## src/rtl/matmul_pkg.sv

```systemverilog
// Shared types and timing constants for the systolic-array sequencer.
// Contents:
//   state_e      sequencer FSM states
//   feed_cycles  number of mac_en cycles for an n x n array
//   run_cycles   go-sampling edge to done pulse, in cycles
//   FEED_CYCLES  / RUN_CYCLES: values for the default array size
package matmul_pkg;

  localparam int unsigned NDefault = 3;

  typedef enum logic [2:0] {
    StIdle,
    StClear,
    StFetch,
    StDrain,
    StDone
  } state_e;

  function automatic int unsigned feed_cycles(input int unsigned n);
    return 3 * n - 2;
  endfunction

  function automatic int unsigned run_cycles(input int unsigned n);
    return 3 * n + 2;
  endfunction

  localparam int unsigned FEED_CYCLES = feed_cycles(NDefault);
  localparam int unsigned RUN_CYCLES  = run_cycles(NDefault);

endpackage

```

## src/rtl/matmul_seq_ctrl_if.sv

```systemverilog
// Bundle between the sequencer, the operand buffers and the MAC array.
// Signals:
//   go                   start request into the sequencer
//   busy, done           run status
//   rd_en, rd_addr       operand-buffer read (1-cycle latency)
//   a_rd_data, b_rd_data column k of A / row k of B, lane i at [i*DW +: DW]
//   feed_a, feed_b       skewed array edge inputs
//   mac_en, mac_clr      PE accumulate enable / synchronous clear
// Modports: master = sequencer, slave = buffers/array/requester side.
interface matmul_seq_ctrl_if #(
  parameter int unsigned N  = 3,
  parameter int unsigned DW = 8,
  parameter int unsigned AW = $clog2(N)
);
  logic          go;
  logic          busy;
  logic          done;
  logic          rd_en;
  logic [AW-1:0] rd_addr;
  logic [N*DW-1:0] a_rd_data;
  logic [N*DW-1:0] b_rd_data;
  logic [N*DW-1:0] feed_a;
  logic [N*DW-1:0] feed_b;
  logic          mac_en;
  logic          mac_clr;

  modport master (
    input  go, a_rd_data, b_rd_data,
    output busy, done, rd_en, rd_addr, feed_a, feed_b, mac_en, mac_clr
  );

  modport slave (
    output go, a_rd_data, b_rd_data,
    input  busy, done, rd_en, rd_addr, feed_a, feed_b, mac_en, mac_clr
  );
endinterface

```

## src/rtl/operand_skew.sv

```systemverilog
// N-lane triangular delay line feeding one edge of the systolic array.
// Lane i is delayed by i+1 registers so operand k reaches lane i one cycle
// later than lane i-1. Stage 0 loads zero whenever the input is not valid,
// so every lane outputs zero outside its operand window.
// Ports:
//   clk_i, rst_ni  clock, asynchronous active-low reset
//   vld_i          data_i carries a valid operand word this cycle
//   data_i         N lanes of DW bits, lane i at [i*DW +: DW]
//   data_o         skewed lanes, same packing
module operand_skew #(
  parameter int unsigned N  = 3,
  parameter int unsigned DW = 8
) (
  input  logic            clk_i,
  input  logic            rst_ni,
  input  logic            vld_i,
  input  logic [N*DW-1:0] data_i,
  output logic [N*DW-1:0] data_o
);

  for (genvar i = 0; i < N; i++) begin : g_lane
    logic [DW-1:0] sr_q [0:i];

    always_ff @(posedge clk_i or negedge rst_ni) begin
      if (!rst_ni) begin
        for (int s = 0; s <= i; s++) begin
          sr_q[s] <= '0;
        end
      end else begin
        sr_q[0] <= vld_i ? data_i[i*DW +: DW] : '0;
        for (int s = 1; s <= i; s++) begin
          sr_q[s] <= sr_q[s-1];
        end
      end
    end

    assign data_o[i*DW +: DW] = sr_q[i];
  end

endmodule

```

## src/rtl/matmul_seq_ctrl.sv

```systemverilog
// Sequencer for the NxN systolic MAC array.
// On go (sampled in idle) it clears the accumulators, reads word k = 0..N-1
// from both operand buffers, skews the returned words onto the array edges
// and holds mac_en until the last product reaches PE(N-1,N-1), then pulses
// done. cnt_q holds the cycle number of the run (go-sampling edge = 0).
// Ports:
//   clk, rst_n  clock, asynchronous active-low reset
//   bus         matmul_seq_ctrl_if.master (go, status, buffer read, feeds, PE control)
module matmul_seq_ctrl
  import matmul_pkg::*;
#(
  parameter int unsigned N  = 3,
  parameter int unsigned DW = 8,
  parameter int unsigned AW = $clog2(N)
) (
  input  logic                clk,
  input  logic                rst_n,
  matmul_seq_ctrl_if.master   bus
);

  localparam int unsigned CntW    = $clog2(3 * N + 3);
  localparam int unsigned FeedCyc = feed_cycles(N);
  localparam int unsigned RunCyc  = run_cycles(N);

  typedef logic [CntW-1:0] cnt_t;

  // Word k is read in cycle 2+k, arrives in 3+k and leaves lane 0 in 4+k.
  localparam cnt_t FirstMac  = cnt_t'(4);
  localparam cnt_t LastMac   = cnt_t'(3 + FeedCyc);
  localparam cnt_t LastFetch = cnt_t'(N + 1);
  localparam cnt_t LastDrain = cnt_t'(RunCyc - 1);

  state_e        state_q, state_d;
  cnt_t          cnt_q, cnt_d;
  logic [AW-1:0] rd_addr_q, rd_addr_d;
  logic          busy_q, busy_d;
  logic          done_q, done_d;
  logic          mac_en_q, mac_en_d;
  logic          rd_vld_q;
  logic          rd_en;

  always_comb begin
    state_d = state_q;
    cnt_d   = cnt_q;
    unique case (state_q)
      StIdle: begin
        if (bus.go) begin
          state_d = StClear;
          cnt_d   = cnt_t'(1);
        end
      end
      StClear: begin
        state_d = StFetch;
        cnt_d   = cnt_q + cnt_t'(1);
      end
      StFetch: begin
        cnt_d = cnt_q + cnt_t'(1);
        if (cnt_q == LastFetch) state_d = StDrain;
      end
      StDrain: begin
        cnt_d = cnt_q + cnt_t'(1);
        if (cnt_q == LastDrain) state_d = StDone;
      end
      StDone: begin
        state_d = StIdle;
        cnt_d   = '0;
      end
      default: begin
        state_d = StIdle;
        cnt_d   = '0;
      end
    endcase
  end

  // Registered outputs are computed from the next state so they line up
  // with the cycle that state is entered.
  always_comb begin
    busy_d    = state_d inside {StClear, StFetch, StDrain};
    done_d    = (state_d == StDone);
    mac_en_d  = busy_d && (cnt_d >= FirstMac) && (cnt_d <= LastMac);
    rd_addr_d = rd_addr_q;
    if (state_d == StFetch) rd_addr_d = AW'(cnt_d - cnt_t'(2));
  end

  assign rd_en = (state_q == StFetch);

  always_ff @(posedge clk or negedge rst_n) begin
    if (!rst_n) begin
      state_q   <= StIdle;
      cnt_q     <= '0;
      rd_addr_q <= '0;
      busy_q    <= 1'b0;
      done_q    <= 1'b0;
      mac_en_q  <= 1'b0;
      rd_vld_q  <= 1'b0;
    end else begin
      state_q   <= state_d;
      cnt_q     <= cnt_d;
      rd_addr_q <= rd_addr_d;
      busy_q    <= busy_d;
      done_q    <= done_d;
      mac_en_q  <= mac_en_d;
      rd_vld_q  <= rd_en;  // buffer read latency is one cycle
    end
  end

  operand_skew #(
    .N  (N),
    .DW (DW)
  ) u_skew_a (
    .clk_i  (clk),
    .rst_ni (rst_n),
    .vld_i  (rd_vld_q),
    .data_i (bus.a_rd_data),
    .data_o (bus.feed_a)
  );

  operand_skew #(
    .N  (N),
    .DW (DW)
  ) u_skew_b (
    .clk_i  (clk),
    .rst_ni (rst_n),
    .vld_i  (rd_vld_q),
    .data_i (bus.b_rd_data),
    .data_o (bus.feed_b)
  );

  assign bus.busy    = busy_q;
  assign bus.done    = done_q;
  assign bus.mac_en  = mac_en_q;
  assign bus.mac_clr = (state_q == StClear);
  assign bus.rd_en   = rd_en;
  assign bus.rd_addr = rd_addr_q;

endmodule

```

## src/flat_wrapper.sv

```systemverilog
// flat-port wrapper written by rule: the top's interface ports become plain ports
module matmul_seq_ctrl_flat import matmul_pkg::*;
#(
  parameter int unsigned N  = 3,
  parameter int unsigned DW = 8,
  parameter int unsigned AW = $clog2(N)
)
  (clk, rst_n, bus_go, bus_a_rd_data, bus_b_rd_data, bus_busy, bus_done, bus_rd_en, bus_rd_addr, bus_feed_a, bus_feed_b, bus_mac_en, bus_mac_clr);
  matmul_seq_ctrl_if #(.N(N), .DW(DW), .AW(AW)) bus_i ();
  input  logic clk;
  input  logic rst_n;
  input wire logic [$bits(bus_i.go)-1:0] bus_go;
  input wire logic [$bits(bus_i.a_rd_data)-1:0] bus_a_rd_data;
  input wire logic [$bits(bus_i.b_rd_data)-1:0] bus_b_rd_data;
  output wire logic [$bits(bus_i.busy)-1:0] bus_busy;
  output wire logic [$bits(bus_i.done)-1:0] bus_done;
  output wire logic [$bits(bus_i.rd_en)-1:0] bus_rd_en;
  output wire logic [$bits(bus_i.rd_addr)-1:0] bus_rd_addr;
  output wire logic [$bits(bus_i.feed_a)-1:0] bus_feed_a;
  output wire logic [$bits(bus_i.feed_b)-1:0] bus_feed_b;
  output wire logic [$bits(bus_i.mac_en)-1:0] bus_mac_en;
  output wire logic [$bits(bus_i.mac_clr)-1:0] bus_mac_clr;
  assign bus_i.go = bus_go;
  assign bus_i.a_rd_data = bus_a_rd_data;
  assign bus_i.b_rd_data = bus_b_rd_data;
  assign bus_busy = bus_i.busy;
  assign bus_done = bus_i.done;
  assign bus_rd_en = bus_i.rd_en;
  assign bus_rd_addr = bus_i.rd_addr;
  assign bus_feed_a = bus_i.feed_a;
  assign bus_feed_b = bus_i.feed_b;
  assign bus_mac_en = bus_i.mac_en;
  assign bus_mac_clr = bus_i.mac_clr;
  matmul_seq_ctrl #(.N(N), .DW(DW), .AW(AW)) u_core (.clk(clk), .rst_n(rst_n), .bus(bus_i));
endmodule
```

## config.mk

```make
export PLATFORM = sky130hd
export DESIGN_NAME = matmul_seq_ctrl_flat
export DESIGN_NICKNAME = d
export VERILOG_FILES = /design/src/rtl/matmul_pkg.sv /design/src/rtl/matmul_seq_ctrl_if.sv /design/src/rtl/operand_skew.sv /design/src/rtl/matmul_seq_ctrl.sv /design/src/flat_wrapper.sv
export SDC_FILE = /design/constraint.sdc
export NUM_CORES = 1
export LEC_CHECK = 0
export CELL_PAD_IN_SITES_DETAIL_PLACEMENT = 2
export CELL_PAD_IN_SITES_GLOBAL_PLACEMENT = 2
export CORE_UTILIZATION = 32
export CTS_BUF_LIST = sky130_fd_sc_hd__clkbuf_8
export DETAILED_ROUTE_END_ITERATION = 10
export HOLD_SLACK_MARGIN = 0.06
export MAX_ROUTING_LAYER = met4
export PLACE_DENSITY_LB_ADDON = 0.1
export SLEW_MARGIN = 20
export SYNTH_ARGS = -nofsm -noshare
export SYNTH_HDL_FRONTEND = slang
export SYNTH_SLANG_ARGS = --single-unit
```

## constraint.sdc

```tcl
create_clock -name clk -period 1.9 [get_ports clk]
set_input_delay 0.19 -clock clk [delete_from_list [all_inputs] [get_ports clk]]
set_output_delay 0.19 -clock clk [all_outputs]
set_load 0.005 [all_outputs]
```

After elaboration in Yosys (flattened, before gate mapping)

Cells that the tools add are included.

Reductions and logical operators: 5
$mul: 0
Equality and inequality tests: 9
Shifts and indexed selects: 0
Add/sub/neg operators: 2
Multiplexer cells: 12
Divide/modulo/power cells: 0
Bitwise operators: 0
Order comparisons: 2

Operator list:

| cell                                                                                | number |
|---|---|
| 8-bit two-way mux                                                                   | 6 |
| 3-bit by 2-bit equality test with 1-bit output, second input constant               | 4 |
| 3-bit one-hot mux with 4 select lines                                               | 1 |
| 3-bit two-way mux                                                                   | 3 |
| 4-bit one-hot mux with 2 select lines                                               | 1 |
| 3-bit by 1-bit equality test with 1-bit output, second input constant               | 2 |
| 4-bit by 1-bit adder with 4-bit output, second input constant                       | 1 |
| 4-bit by 3-bit equality test with 1-bit output, second input constant               | 1 |
| 4-bit equality test, second input constant                                          | 1 |
| 4-bit by 3-bit greater-or-equal comparator with 1-bit output, second input constant | 1 |
| 4-bit <= comparator, second input constant                                          | 1 |
| 4-bit two-way mux                                                                   | 1 |
| 3-bit equality test, second input constant                                          | 1 |
| 3-bit logical NOT                                                                   | 1 |
| 3-bit nonzero test                                                                  | 1 |
| 3-bit OR reduction                                                                  | 1 |
| 1-bit logical AND                                                                   | 2 |
| 2-bit subtractor, second input constant                                             | 1 |

Bits of input ports: 51
Memory bits (writable): 0
Output and inout bits: 55
Logic and storage cells: 49
Memory bits (read-only): 0
Bits in registers: 109
Memories kept: 0
Bits in latches: 0

Logic depth before layout (Yosys ltp)

Gate-level depths: netlist (run 1).

Depth in word-level cells: 7
Gate-level depth with buffers: 6
Gate-level depth less buffers: 6

Cells and area by module

Synthesis (run 1) repeated with hierarchy kept, for this count alone.

Cell total of the unflattened synthesis: 241
Area, all modules: 3,741.1 µm²

By module, submodules not included:

| module          | seq. area each (µm²) | cells each | area each (µm²) | instances |
|---|---|---|---|---|
| operand_skew    | 1,201.2              | 90         | 1,516.5         | 2 |
| matmul_seq_ctrl | 325.3                | 61         | 708.2           | 1 |

Least setup slack after synthesis (run 1)

Ideal clock, no wire load.

Kind: reg-to-reg
Start point: reg u_core.state_q[1]
End point: reg u_core.rd_addr_q[1] (netlist: u_core.bus.rd_addr[1])
Library setup time: 0.129 ns
Cell stages (with the launch flop): 7
Data required time: 1.771 ns
Arrival time: 1.356 ns
Path buffers: 2
Period minus slack after synthesis: 1.485 ns
Slack: 0.415 ns
Path through: dfrtp_1 > buf_6 > or2_1 > buf_6 > or3_1 > a21oi_2 > mux2i_1

Cells in the longest elaborated chain, start to end: 4
Elaborated cells on any way between the ends: 12
Those cells by class: add/sub (1); eq/ne (4); mux (5); reduce/logical (2)

Ends and longest elaborated chain:

| item                                                                                                             | line                  | source |
|---|---|---|
| start, declared                                                                                                  | matmul_seq_ctrl.sv:33 | `state_e state_q, state_d;` |
| start signal, assigned                                                                                           | matmul_seq_ctrl.sv:89 | `state_q <= StIdle;` |
| start signal, assigned                                                                                           | matmul_seq_ctrl.sv:97 | `state_q <= state_d;` |
| 3-bit by 1-bit equality test with 1-bit output or 3-bit by 2-bit equality test with 1-bit output (tied branches) | matmul_seq_ctrl.sv:45 | `unique case (state_q)` |
| 3-bit OR reduction (no source line)                                                                              | n/a                   |  |
| 4-bit one-hot mux with 2 select lines (*)                                                                        | matmul_seq_ctrl.sv:45 |  |
| net u_core.cnt_d[1]                                                                                              | matmul_seq_ctrl.sv:34 | `cnt_t cnt_q, cnt_d;` |
| 2-bit subtractor (*)                                                                                             | matmul_seq_ctrl.sv:82 | `if (state_d == StFetch) rd_addr_d = AW'(cnt_d - cnt_t'(2));` |
| end signal, assigned                                                                                             | matmul_seq_ctrl.sv:99 | `rd_addr_q <= rd_addr_d;` |
| end, declared                                                                                                    | matmul_seq_ctrl.sv:35 | `logic [AW-1:0] rd_addr_q, rd_addr_d;` |

The timed path passes the listed nets; every way through them passes the cells marked *.
A chain may end at the register's enable or synchronous reset.

Worst setup path after layout (run 1)

Ends and elaborated chain as after synthesis.

==> summary.txt, run 1 <==
Logic synthesis
  • Synth Net Count: 303
  • #FFs+latches synth: 109
  • Post-synthesis sequential area ratio: 75.2%
  • FFs w/ async S/R, synth: 100%
  • Yosys warns: 0
  • Number of enable flip-flop cells after synthesis: 0
  • Distinct cells, synth: 28
  • Netlist area before placement: 0.00363 mm^2
  • Yosys top cell area share: 75.2%
  • Mapped Cells: 249
  • Post-synth top flop: dfrtp_1
  • Synth area leaders: dfrtp_1 75%, and2_1 8.5%, buf_4 6.6%, ha_1 1.0%, nor2_1 1.0%
  • Leading area contributor after synthesis: dfrtp_1
  • Syn Area/Cell: 14.6 um^2

Setup path
  • Slowest-stage cell, CP: dfrtp_2
  • Top Family by Delay on Critical Path: simple AND/OR/NAND/NOR gates
  • Cell Chain, Critical Path: buf_4 -> or2_1 -> or3_1 -> a21oi_2 -> mux2i_1
  • CP Class: reg -> reg
  • Worst setup SP type: flip-flop
  • Worst Path Arrival: 1860 ps
  • Critical Path RT: 2140 ps
  • Max Fanout on Critical Path: 7
  • WP buf/inv: 1
  • Largest stage delay, worst path: 420 ps
  • Setup crit end kind: flip-flop

Timing
  • Final clock skew: 12.6 ps
  • Worst slew margin: 77.1%
  • Slew at the pin closest to its max-slew limit: 343 ps
  • Max-slew violations: 0
  • Fin crit share: 85.3%
  • Fin Setup TNS: 0 ps
  • Setup slack after layout: 280 ps
  • Fmax achieved: 0.617 GHz
  • Final setup viols: 0
  • RSZ-0062 raised after global routing: no
  • Final Hold Fails: 0
  • Min cycle time layout: 1620 ps

Job
  • Max-cap violation count: 0

Power
  • LEAKAGE: 0.00229 uW
  • Maximum VDD drop: 465 uV
  • Power per Cell Area: 1270 mW/mm^2

Layout
  • Final core occ: 44.4%
  • Antenna cell count: 0
  • Area delta synth->final: 33.9%
  • Share of cells above drive strength 1: 8.33%
  • Most frequent cells in the layout: 107 x dfrtp_1, 102 x clkdlybuf4s50_1, 49 x and2_1, 13 x clkbuf_8, 9 x nor2_1
  • Nets@finish: 386
  • Cell Count, Final, Fillers Out: 476
  • Finished layout cell area: 0.00485 mm^2
  • Commonest non-fill, non-tap cell in the layout: dfrtp_1

Floorplan
  • Cell row count: 38
  • Core Area: 0.0109 mm^2
  • I/O pins: 106
  • Die Wd: 108 um
  • Full die area: 0.0118 mm^2
  • Initial Utilization: 33.2%
  • Die H: 108 um

Global route
  • Antenna violations before repair: 0
  • Vias in the first global route: 2231
  • First-pass GRT wire length: 11.5 mm
  • Pin count of the biggest net entering global routing: 44
  • GR Util All Layers: 13.8%
  • Total gr overflow: 0

Clock tree
  • Clock-pin slew on the worst setup and hold paths: 90 ps
  • CTS Root Cell: clkbuf_8
  • Clk_lat worst skew: 360 ps
  • Clk sinks: 109
  • TritonCTS Buffers: 9
  • CTS tree: yes
  • CTS H-tree lvls: 3
  • Bufs on Longest Clock Path: 2

Placement
  • Port bufs: 105
  • Routability-driven placement congestion ratio: 0.745
  • Dpl ws: 260 ps
  • Dpl hpwl: 5.07 mm
  • Placed Cells: 458
  • Placed cell areas: 0.00462 mm^2

Drt
  • 1st-iter DRT viols: 47
  • WL final: 7.20 mm
  • Final ANT Viol Nets: 0
  • DRC violations left: 0
  • Initial DRT Pass Iterations: 3
  • Wire length per cell: 15.1 um
  • Vias: 1998
  • Post-DR vias/cell: 4.20

Outcome
  • Status: finished, final reports clean

Hold path
  • HP Class: in -> async
## cell families after synthesis
logic type / Yosys count / share of synthesized area [%]
flops: 109 / 75.2
mux: 3 / 0.863
fa+ha+maj: 3 / 1.04
compound gates: 13 / 2.21
xor+xnor: 1 / 0.242
simple gates: 76 / 12.1
buf+inv: 44 / 8.28
## worst paths after layout
check / from / endpoint / slack [ps] / depth (start not counted)
max: u_core.state_q[1]$_DFF_PN0_ / u_core.bus.rd_addr[1]$_DFFE_PN0N_ / 280 / 5
min: rst_n / u_core.u_skew_b.data_o[11]$_DFF_PN0_ / 280 / 2
max reg2reg: u_core.state_q[1]$_DFF_PN0_ / u_core.bus.rd_addr[1]$_DFFE_PN0N_ / 280 / 5
min reg2reg: u_core.u_skew_b.g_lane[1].sr_q[15]$_DFF_PN0_ / u_core.u_skew_b.data_o[15]$_DFF_PN0_ / 350 / 0
max in group asynchronous: rst_n / u_core.u_skew_a.data_o[10]$_DFF_PN0_ / 960 / 3
min in group clk: u_core.u_skew_b.g_lane[1].sr_q[15]$_DFF_PN0_ / u_core.u_skew_b.data_o[15]$_DFF_PN0_ / 350 / 0
## layer usage
metal	up-vias	track usage [%]	part of all wire, %
met1	1031	15.5	41
met5	-	-	0
li1	904	-	-
met4	0	6.66	2.0
met3	12	2.77	4.0
met2	51	23.4	53
## stage by stage
step / power (uW) / hold slack (ps)
after detailed placement: 4900 / 120
after global routing: 6580 / 287
after CTS: 6300 / 265
after floorplan: 4060 / -106
final: 6150 / 283
after global placement: 4810 / 120
## what timing repair did
item | 4_1_cts | 5_1_grt
endpoints found under the setup margin | 1 | 2
resized for setup | 1 | 4
setup buffers | 2 | 0
hold buffers | 1 | 0
hold endpoints to repair | 21 | 0
## where the power goes
part           leakage (uW)  switching [uW]  internal [uW]  total [uW]
clock             0.0000977             729            617        1350
combinational      0.000750             671            986        1660
sequential          0.00144             264           2890        3150
## final cells by class
cell class / instances / area (um^2)
fill: 1103 / 6080
multi-input combinational: 96 / 601
tap: 140 / 175
sequential: 109 / 2730
clock inverter: 2 / 16.3
timing repair buffer: 113 / 1140
clock buffer: 13 / 179
inverter: 3 / 11.3
## sequential cells by signal, summed over array words and instances, names as in the netlist
signal / cells
u_core.u_skew_a.g_lane.sr_q: 32
u_core.u_skew_a.data_o: 16
u_core.rd_vld_q: 1
u_core.u_skew_b.data_o: 16
u_core.bus.rd_addr: 2
u_core.cnt_q: 4
u_core.u_skew_b.g_lane.sr_q: 32
u_core.bus.mac_en: 1
u_core.state_q: 3
u_core.bus.busy: 1
u_core.bus.done: 1
## synthesized netlist by cell type (3+ instances only)
| cell | n |
|---|---|
| inv_1 | 3 |
| o21ai_0 | 3 |
| ha_1 | 3 |
| buf_4 | 32 |
| nand2_1 | 4 |
| and2_1 | 49 |
| a21oi_1 | 5 |
| dfrtp_1 | 109 |
| nor2_1 | 10 |
| nor2b_1 | 4 |
| clkbuf_1 | 7 |
Note: power is estimated with default switching activity, not from simulation.
==> run 2, diff against run 1 <==
--- a/config.mk
+++ b/config.mk
@@ -7,7 +7,7 @@
 export LEC_CHECK = 0
 export CELL_PAD_IN_SITES_DETAIL_PLACEMENT = 2
 export CELL_PAD_IN_SITES_GLOBAL_PLACEMENT = 2
-export CORE_UTILIZATION = 32
+export CORE_UTILIZATION = 33
 export CTS_BUF_LIST = sky130_fd_sc_hd__clkbuf_8
 export DETAILED_ROUTE_END_ITERATION = 10
 export HOLD_SLACK_MARGIN = 0.06
@@ -16,4 +16,5 @@
 export SLEW_MARGIN = 20
 export SYNTH_ARGS = -nofsm -noshare
 export SYNTH_HDL_FRONTEND = slang
+export SYNTH_HIERARCHICAL = 1
 export SYNTH_SLANG_ARGS = --single-unit
==> run 2 against run 1 <==
Net effect:
- synthesized area increased by 3.2%
- synthesized cell count decreased by 3.2%
- die area about the same
- cell count decreased by 0.84%
- fmax decreased by 10%
- setup slack got worse by 180 ps
- critical path type is now reg -> out
- highest routed layer unchanged
==> summary.txt, run 2 <==
Logic synthesis
  • Netlist area before placement: 0.00374 mm^2 (+3.2%)
  • FFs w/ async S/R, synth: 100% (unchanged)
  • Top cells by count, synth: 109 x dfrtp_1, 36 x and2_2, 32 x buf_4
  • Yosys top cell area share: 72.9% (-2.3 points)
  • Synth area leaders: dfrtp_1 73%, and2_2 7.2%, buf_4 6.4%, and2_1 2.0%, buf_6 1.8%
  • Post-synth top flop: dfrtp_1
  • Mapped Cells: 241 (-3.2%)
  • Synth Net Count: 295 (-2.6%)
  • Yosys warns: 6 (+6)
  • Distinct cells, synth: 35 (+25%)
  • Syn Area/Cell: 15.5 um^2 (+6.6%)
  • #FFs+latches synth: 109 (unchanged)
  • Leading area contributor after synthesis: dfrtp_1
  • Count leader, synth: dfrtp_1
  • Number of enable flip-flop cells after synthesis: 0 (unchanged)
  • Post-synthesis sequential area ratio: 72.9% (-2.3 points)

Global route
  • Busiest grt layer: met2
  • Pin count of the biggest net entering global routing: 35 (-20%)
  • Vias in the first global route: 2289 (+2.6%)
  • Grt met1 use: 16.4% (+0.89 points)
  • Total gr overflow: 0 (unchanged)
  • GR met2 Demand/Resource: 21.6% (-1.9 points)
  • Met3 GRT Util: 5.61% (+2.8 points)
  • GR Util All Layers: 14.1% (+0.26 points)
  • Antenna violations before repair: 0 (unchanged)
  • First-pass GRT wire length: 11.7 mm (+1.7%)

Setup path
  • Setup crit end kind: output pin
  • Worst Path Arrival: 1610 ps (-250 ps)
  • Worst setup SP type: flip-flop
  • CP Class: reg -> out
  • Critical Path RT: 1710 ps (-430 ps)
  • R2r setup slk: 240 ps (-40 ps)
  • Max Fanout on Critical Path: 6 (-1)

Layout
  • Share of cells above drive strength 1: 21.7% (+13 points)
  • Antenna cell count: 0 (unchanged)
  • Biggest registers after layout: u_core/u_skew_a/g_lane.sr_q (32), u_core/u_skew_b/g_lane.sr_q (32)
  • Most frequent cells in the layout: 109 x dfrtp_1, 104 x clkdlybuf4s50_1, 36 x and2_2, 12 x and2_1, 10 x clkbuf_8
  • Area delta synth->final: 32.6%
  • Commonest non-fill, non-tap cell in the layout: dfrtp_1
  • Filler cells: 1072 (-2.8%)
  • Nets@finish: 381 (-1.3%)

Drt
  • WL final: 7.02 mm (-2.5%)
  • Initial DRT Pass Iterations: 3 (unchanged)
  • Post-DR vias/cell: 4.22 (+0.44%)
  • Vias: 1990 (-0.40%)
  • Wire length per cell: 14.9 um (-1.7%)
  • Final ANT Viol Nets: 0 (unchanged)
  • 1st-iter DRT viols: 55 (+17%)
  • DRC violations left: 0 (unchanged)

Clock tree
  • Clock-pin slew on the worst setup and hold paths: 100 ps (about the same)
  • CTS tree: yes
  • TritonCTS Buffers: 9 (unchanged)
  • Clk_lat worst skew: 370 ps (about the same)
  • Bufs on Longest Clock Path: 2 (unchanged)
  • CTS Root Cell: clkbuf_8
  • Post-CTS Setup Inserts: 0 (-2)
  • CTS H-tree lvls: 3 (unchanged)
  • Clk sinks: 109 (unchanged)

Job
  • Max-cap violation count: 0 (unchanged)

Timing
  • Fmax achieved: 0.556 GHz (-10%)
  • Final Hold Fails: 0 (unchanged)
  • Fin Setup TNS: 0 ps (unchanged)
  • Max-slew violations: 0 (unchanged)
  • Worst slew margin: 73.3% (-3.8 points)
  • Final clock skew: 9.01 ps (-3.61 ps)
  • RSZ-0062 raised after global routing: no
  • Slew at the pin closest to its max-slew limit: 401 ps (+57.2 ps)
  • Fin crit share: 94.7% (+9.4 points)
  • Final setup viols: 0 (unchanged)
  • Worst hold margin: 251 ps (-31.8 ps)
  • Min cycle time layout: 1800 ps (+179 ps)
  • Setup slack after layout: 101 ps (-179 ps)

Placement
  • Dpl hpwl: 4.89 mm (-3.4%)
  • Dpl ws: 289 ps (+28.6 ps)
  • Routability-driven placement congestion ratio: 0.718 (-3.6%)
  • Port bufs: 105 (unchanged)

Power
  • Sw frac: 27.6% (+0.59 points)
  • Seq pwr share: 48.8% (-2.4 points)
  • Power per Cell Area: 1350 mW/mm^2 (+6.2%)
  • Clk pwr share: 21.9% (about the same)
  • Pint: 4840 uW (+7.7%)
  • Net Sw Power: 1850 uW (+11%)
  • LEAKAGE: 0.00223 uW (-2.2%)
  • Power share of the combinational group: 29.2% (+2.3 points)
  • Maximum VDD drop: 509 uV (+9.4%)

Floorplan
  • Die Wd: 108 um (about the same)
  • Initial Utilization: 34.2% (+1.1 points)
  • Die H: 108 um (about the same)
  • I/O pins: 106 (unchanged)
  • Full die area: 0.0118 mm^2 (about the same)
  • Cell row count: 38 (unchanged)
  • Core Area: 0.0109 mm^2 (unchanged)

Outcome
  • Status: finished, final reports clean

Hold path
  • HP Class: in -> async
run 2: area by class of cell:
type / count / area (um^2) / share of cell area [%]
Clock inverter: 6 / 81.3 / 1.64
Sequential cell: 109 / 2730 / 55.0
Clock buffer: 10 / 138 / 2.77
Timing Repair Buffer: 114 / 1130 / 22.8
Tap cell: 140 / 175 / 3.53
Inverter: 3 / 11.3 / 0.227
Multi-Input combinational cell: 90 / 696 / 14.0
run 2: path summary, 6_finish.rpt:
kind,startpoint,end,cells past startpoint
worst max-delay path,u_core/state_q[0]$_DFF_PN0_,bus_rd_en,2
worst min-delay path,rst_n,u_core/u_skew_a/g_lane[0].sr_q[1]$_DFF_PN0_,2
worst min register to register,u_core/u_skew_b/g_lane[2].sr_q[22]$_DFF_PN0_,u_core/u_skew_b/g_lane[2].sr_q[14]$_DFF_PN0_,0
min in group clk,u_core/u_skew_b/g_lane[2].sr_q[22]$_DFF_PN0_,u_core/u_skew_b/g_lane[2].sr_q[14]$_DFF_PN0_,0
worst max register to register,u_core/cnt_q[0]$_DFF_PN0_,u_core/bus.rd_addr[0]$_DFFE_PN0N_,6
max in group asynchronous,rst_n,u_core/u_skew_a/data_o[14]$_DFF_PN0_,3
run 2: timing repair:
item                       CTS  global route
hold buffers                 1             0
hold endpoints to repair    55             0
setup endpoints to repair    1             0
gates resized for setup      1             0
run 2: layer usage:
layer,part of all wire [%],vias up
met5,0,-
met4,1.6,0
met3,7.2,11
met2,50,70
met1,42,1009
li1,-,900
run 2: kinds of logic (layout without fill, tap and decap cells):
group / after synthesis / after routing / share of synthesized area [%]
buffers and inverters: 42 / 133 / 8.63
AO/OA/AOI/OAI: 10 / 10 / 2.27
AND/OR/NAND/NOR: 73 / 73 / 14.1
multiplexers: 2 / 2 / 0.569
flip-flops: 109 / 109 / 72.9
XOR/XNOR: 2 / 2 / 0.468
adder cells (fa/ha/maj): 3 / 3 / 1.00
run 2: per-stage QoR:
stage	power [uW]	utilization, %	instances	cell area (um^2)
after floorplan	4460	-	241	3740
after global placement	5210	43.2	455	4730
after detailed placement	5320	43.2	455	4730
after CTS	6860	45.4	472	4960
after global routing	7140	45.4	472	4960
final	6680	45.4	472	4960
run 2: power by group through the flow:
stage,clock network [uW],registers [uW],logic [uW]
floorplan,0,3270,1190
global placement,0,3270,1950
detailed placement,0,3320,2000
CTS,1560,3280,2020
global route,1630,3340,2170
finish,1470,3260,1950
run 2: worst max-delay path: stages, from the launching register on:
cell             delay, ps
dfrtp_1                450
nor3b_2                250
clkdlybuf4s50_1        550
